<file path="config.mk">
export PLATFORM = sky130hd
export DESIGN_NAME = mem_port_arbiter_flat
export DESIGN_NICKNAME = d
export VERILOG_FILES = /design/src/rtl/mem_port_arbiter_pkg.sv /design/src/rtl/mem_port_arbiter_if.sv /design/src/rtl/mem_port_arbiter_mux2.sv /design/src/rtl/mem_port_arbiter.sv /design/src/flat_wrapper.sv
export SDC_FILE = /design/constraint.sdc
export NUM_CORES = 1
export LEC_CHECK = 0
export CAP_MARGIN = 20
export CORE_ASPECT_RATIO = 1.2
export CORE_MARGIN = 5
export CORE_UTILIZATION = 21
export CTS_BUF_LIST = sky130_fd_sc_hd__clkbuf_4
export DETAILED_ROUTE_END_ITERATION = 8
export PLACE_DENSITY = 0.93
export SETUP_SLACK_MARGIN = 0.3
export SYNTH_ARGS = -nofsm -noshare
export SYNTH_HDL_FRONTEND = slang
export SYNTH_SLANG_ARGS = --single-unit
export TNS_END_PERCENT = 50
</file>
<file path="constraint.sdc">
create_clock -name clk -period 3.86 [get_ports clk]
set_input_delay 0.772 -clock clk [delete_from_list [all_inputs] [get_ports clk]]
set_output_delay 0.772 -clock clk [all_outputs]
set_load 0.005 [all_outputs]
</file>
<file path="src/rtl/mem_port_arbiter_pkg.sv">
// rtl/mem_port_arbiter_pkg.sv - shared types and requester indices for the memory port arbiter
package arb_pkg;

  typedef enum logic [1:0] {
    IDLE  = 2'd0,
    BUSY0 = 2'd1,
    BUSY1 = 2'd2
  } arb_state_t;

  localparam logic REQ_FETCH = 1'b0;
  localparam logic REQ_DATA  = 1'b1;

endpackage

</file>
<file path="src/rtl/mem_port_arbiter_if.sv">
// rtl/mem_port_arbiter_if.sv - requester/memory bundle seen by the memory port arbiter
interface mem_port_arbiter_if #(
  parameter int WIDTH = 32
);

  logic             req0;
  logic [WIDTH-1:0] addr0;
  logic             req1;
  logic [WIDTH-1:0] addr1;
  logic             we1;
  logic [WIDTH-1:0] wdata1;
  logic             mem_ready;
  logic             gnt0;
  logic             gnt1;
  logic             done0;
  logic             done1;
  logic             mem_valid;
  logic [WIDTH-1:0] mem_addr;
  logic             mem_we;
  logic [WIDTH-1:0] mem_wdata;

  // Requesters and memory together drive the bundle; the arbiter answers it.
  modport master (
    output req0, addr0, req1, addr1, we1, wdata1, mem_ready,
    input  gnt0, gnt1, done0, done1, mem_valid, mem_addr, mem_we, mem_wdata
  );

  modport slave (
    input  req0, addr0, req1, addr1, we1, wdata1, mem_ready,
    output gnt0, gnt1, done0, done1, mem_valid, mem_addr, mem_we, mem_wdata
  );

endinterface

</file>
<file path="src/rtl/mem_port_arbiter_mux2.sv">
// rtl/mem_port_arbiter_mux2.sv - two-input word multiplexer used to steer the memory address
module Mux2 #(
  parameter int WIDTH = 32
) (
  input  logic [WIDTH-1:0] d0,
  input  logic [WIDTH-1:0] d1,
  input  logic             s,
  output logic [WIDTH-1:0] y
);

  assign y = s ? d1 : d0;

endmodule

</file>
<file path="src/rtl/mem_port_arbiter.sv">
// rtl/mem_port_arbiter.sv - round-robin arbiter sharing one memory port between fetch and data
module mem_port_arbiter
  import arb_pkg::*;
#(
  parameter int WIDTH = 32
) (
  input  logic                clk,
  input  logic                reset,
  mem_port_arbiter_if.slave   bus
);

  arb_state_t state;
  arb_state_t state_next;
  logic       last;
  logic       last_next;

  always_ff @(posedge clk) begin
    if (reset) begin
      state <= IDLE;
      last  <= REQ_DATA;
    end else begin
      state <= state_next;
      last  <= last_next;
    end
  end

  // On completion the owner's own req is ignored, so a held req cannot be served twice in a row.
  always_comb begin
    state_next = state;
    last_next  = last;
    unique case (state)
      IDLE: begin
        if (bus.req0 && bus.req1) begin
          state_next = (last == REQ_FETCH) ? BUSY1 : BUSY0;
        end else if (bus.req0) begin
          state_next = BUSY0;
        end else if (bus.req1) begin
          state_next = BUSY1;
        end
      end
      BUSY0: begin
        if (bus.mem_ready) begin
          last_next  = REQ_FETCH;
          state_next = bus.req1 ? BUSY1 : IDLE;
        end
      end
      BUSY1: begin
        if (bus.mem_ready) begin
          last_next  = REQ_DATA;
          state_next = bus.req0 ? BUSY0 : IDLE;
        end
      end
      default: state_next = IDLE;
    endcase
  end

  assign bus.gnt0      = (state == BUSY0);
  assign bus.gnt1      = (state == BUSY1);
  assign bus.mem_valid = bus.gnt0 | bus.gnt1;
  assign bus.done0     = bus.gnt0 & bus.mem_ready;
  assign bus.done1     = bus.gnt1 & bus.mem_ready;
  assign bus.mem_we    = bus.gnt1 & bus.we1;
  assign bus.mem_wdata = bus.wdata1;

  Mux2 #(
    .WIDTH(WIDTH)
  ) u_addr_mux (
    .d0(bus.addr0),
    .d1(bus.addr1),
    .s (bus.gnt1),
    .y (bus.mem_addr)
  );

endmodule

</file>
<file path="src/flat_wrapper.sv">
// flat-port wrapper written by rule: the top's interface ports become plain ports
module mem_port_arbiter_flat import arb_pkg::*;
#(
  parameter int WIDTH = 32
)
  (clk, reset, bus_req0, bus_addr0, bus_req1, bus_addr1, bus_we1, bus_wdata1, bus_mem_ready, bus_gnt0, bus_gnt1, bus_done0, bus_done1, bus_mem_valid, bus_mem_addr, bus_mem_we, bus_mem_wdata);
  mem_port_arbiter_if #(.WIDTH(WIDTH)) bus_i ();
  input  logic clk;
  input  logic reset;
  input wire logic [$bits(bus_i.req0)-1:0] bus_req0;
  input wire logic [$bits(bus_i.addr0)-1:0] bus_addr0;
  input wire logic [$bits(bus_i.req1)-1:0] bus_req1;
  input wire logic [$bits(bus_i.addr1)-1:0] bus_addr1;
  input wire logic [$bits(bus_i.we1)-1:0] bus_we1;
  input wire logic [$bits(bus_i.wdata1)-1:0] bus_wdata1;
  input wire logic [$bits(bus_i.mem_ready)-1:0] bus_mem_ready;
  output wire logic [$bits(bus_i.gnt0)-1:0] bus_gnt0;
  output wire logic [$bits(bus_i.gnt1)-1:0] bus_gnt1;
  output wire logic [$bits(bus_i.done0)-1:0] bus_done0;
  output wire logic [$bits(bus_i.done1)-1:0] bus_done1;
  output wire logic [$bits(bus_i.mem_valid)-1:0] bus_mem_valid;
  output wire logic [$bits(bus_i.mem_addr)-1:0] bus_mem_addr;
  output wire logic [$bits(bus_i.mem_we)-1:0] bus_mem_we;
  output wire logic [$bits(bus_i.mem_wdata)-1:0] bus_mem_wdata;
  assign bus_i.req0 = bus_req0;
  assign bus_i.addr0 = bus_addr0;
  assign bus_i.req1 = bus_req1;
  assign bus_i.addr1 = bus_addr1;
  assign bus_i.we1 = bus_we1;
  assign bus_i.wdata1 = bus_wdata1;
  assign bus_i.mem_ready = bus_mem_ready;
  assign bus_gnt0 = bus_i.gnt0;
  assign bus_gnt1 = bus_i.gnt1;
  assign bus_done0 = bus_i.done0;
  assign bus_done1 = bus_i.done1;
  assign bus_mem_valid = bus_i.mem_valid;
  assign bus_mem_addr = bus_i.mem_addr;
  assign bus_mem_we = bus_i.mem_we;
  assign bus_mem_wdata = bus_i.mem_wdata;
  mem_port_arbiter #(.WIDTH(WIDTH)) u_core (.clk(clk), .reset(reset), .bus(bus_i));
endmodule
</file>
==> flow_summary.ini <==
[global_routing]
grt_max_degree = 39
grt.total_usage_pct = 11.86
antenna_found_initial = 0
grt_pass1_wl_mm = 4.878
grt_pass1_vias = 1002
grt-ovfl-total = 0

[clocking]
ctsHoldBuffers = 0
htreeDepth = 1
cts_buffers = 3
cts_tree = done
clk_pin_slew_ps = 40
cts_root_buffer = clkbuf_4
insertion_delay_ps = 240
cts_resized = 0
max-clock-path-buffers = 2
post_cts_buffers = 0
cts.sinks = 3

[floorplan]
pin_count = 172
fp.dieW_um = 68.15
fp.coreArea_um2 = 3941
die_height_um = 79.78
start_util_pct = 21.62
die-area_um2 = 5437
row_count = 25

[finish]
syn2layout_area_growth_pct = 106.2
final_nets = 276
multiInputGateArea_um2 = 513.0
nFillCells = 400
utilization_pct = 44.57
drive_above_1_share_pct = 21.89
register_area_um2 = 60.06
final_common_cell = clkdlybuf4s50_1
diodes = 0
mostFrequentLayoutCells = 107 x clkdlybuf4s50_1, 32 x mux2_2, 4 x inv_1, 4 x clkbuf_4

[synthesis]
synth-simple-area-share_pct = 4.405
synthDistinctLibCells = 19
syn_inst = 94
syn_avg_cell_area_um2 = 9.065
synth_top_family_by_area = multiplexers
yosysWarnings = 0
synth-seq-cells = 3
synth_compound_area_share_pct = 7.342
synth-seq-area-share_pct = 7.048
netlist_area_um2 = 852.1
syn_nets = 200
synth_mux_area_share_pct = 42.29
synthXorXnorAreaFrac_pct = 0
synth_fa_ha_area_share_pct = 5.874

[timing]
finalCriticalPeriod_ps = 3076
finalHoldViolations = 0
fin_skew_ps = 2.845
setup_tns_ps = 0
fmax_mhz = 325.1
hold_slack_ps = 498.0
slew_headroom_pct = 44.14
grt_setup_unrepaired = false
maxSlewViolCount = 0
setup_viol = 0
fin_crit_sh_pct = 79.68
worst_pin_slew_ps = 837.8

[run_status]
status = finished clean

[detailed_routing]
drt_iter0_markers = 14
ant_nets = 0
drt-total-wl_mm = 3.408
wl_per_cell_um = 15.28
drc = 0
routed_via_density = 4.170
vias = 930
firstDrtPassIters = 4

[critical_path]
critPathMaxFanout = 38
r2r_slack_ps = 2020
worst_setup_path_end_kind = output port
arrival_ps = 2300
criticalPathCategory = flip-flop to output port
worstPathRequired_ps = 3090
cp-start-kind = flip-flop

[power_and_ir_drop]
power_density_nw_per_um2 = 206.5
max-vdd-ir-drop_uv = 166.6
p_leak_nw = 0.6774

[run]
maxCapViolCount = 0

[place]
io_buffers = 107
gp_congestion = 0.6846
dp_hpwl_mm = 2.887

[min_path]
hp-class = flip-flop to flip-flop
report_power, final:
group | total (W) | switching (W) | internal (W)
registers | 0.0000392 | 0.00000395 | 0.0000352
logic | 0.000260 | 0.0000732 | 0.000186
clock network | 0.0000639 | 0.0000181 | 0.0000459
total | 0.000363 | 0.0000952 | 0.000268
synth_stat cells:
master | count | area (µm²)
buf_4 | 32 | 240.2
mux2_2 | 32 | 360.4
ha_1 | 4 | 50.05
inv_1 | 4 | 15.01
buf_2 | 3 | 15.01
dfxtp_1 | 3 | 60.06
a21o_1 | 2 | 15.01
and2_1 | 2 | 12.51
nand2_1 | 2 | 7.510
a211o_1 | 1 | 8.760
a21oi_1 | 1 | 5.000
a22o_1 | 1 | 8.760
a32o_1 | 1 | 10.01
buf_6 | 1 | 11.26
nor2_1 | 1 | 3.750
nor3_1 | 1 | 5.000
nor4b_1 | 1 | 8.760
o21ai_0 | 1 | 5.000
o21ba_1 | 1 | 10.01
logic make-up after synthesis:
group	Yosys count
buffers and inverters	40
adders and majority gates	4
DFF	3
and+or+nand+nor	7
AOI/OAI and AO/OA	8
muxes	32
path summary, 6_finish.rpt:
| path | from | depth (start not counted) | end |
|---|---|---|---|
| setup / recovery | u_core.state[0] | 4 | bus_mem_addr[26] |
| hold / removal | u_core.last | 1 | u_core.last |
| setup reg to reg | u_core.state[0] | 5 | u_core.state[1] |
| hold reg to reg | u_core.last | 1 | u_core.last |
per-stage QoR:
| stage | setup slack (ps) | power, W | area [µm²] | cells |
|---|---|---|---|---|
| floorplan | 1821 | 0.0001609 | 852.1 | 94 |
| global placement | 1034 | 0.0002978 | 1727 | 219 |
| detailed placement | 1023 | 0.0003012 | 1727 | 219 |
| CTS | 756.0 | 0.0003702 | 1757 | 223 |
| global route | 623.4 | 0.0003885 | 1757 | 223 |
| finish | 784.5 | 0.0003627 | 1757 | 223 |
cell type report:
class / count / share of cell area (%)
inverters: 4 / 0.8547
clock buffers: 4 / 1.709
repair buffers: 107 / 60.97
multi-input cells: 51 / 29.20
flip-flops and latches: 3 / 3.419
well taps: 54 / 3.846
critical path, stage by stage (launching register included):
cell and delay [ps]:
dfxtp_1 330, inv_1 90, ha_2 740, mux2_2 430
clkdlybuf4s50_1 470
state kept, by name (all words and copies together), names as in the netlist:
name / cells
u_core.state: 2
u_core.last: 1
metal layers:
| layer | track usage (%) | vias up | share of wire [%] |
|---|---|---|---|
| met4 | 6.759 | 0 | 2.8 |
| met3 | 3.944 | 16 | 14 |
| met1 | 11.46 | 408 | 32 |
| li1 | - | 442 | - |
| met5 | 0 | - | 0 |
| met2 | 21.22 | 64 | 51 |
(Power assumes the default switching activity.)
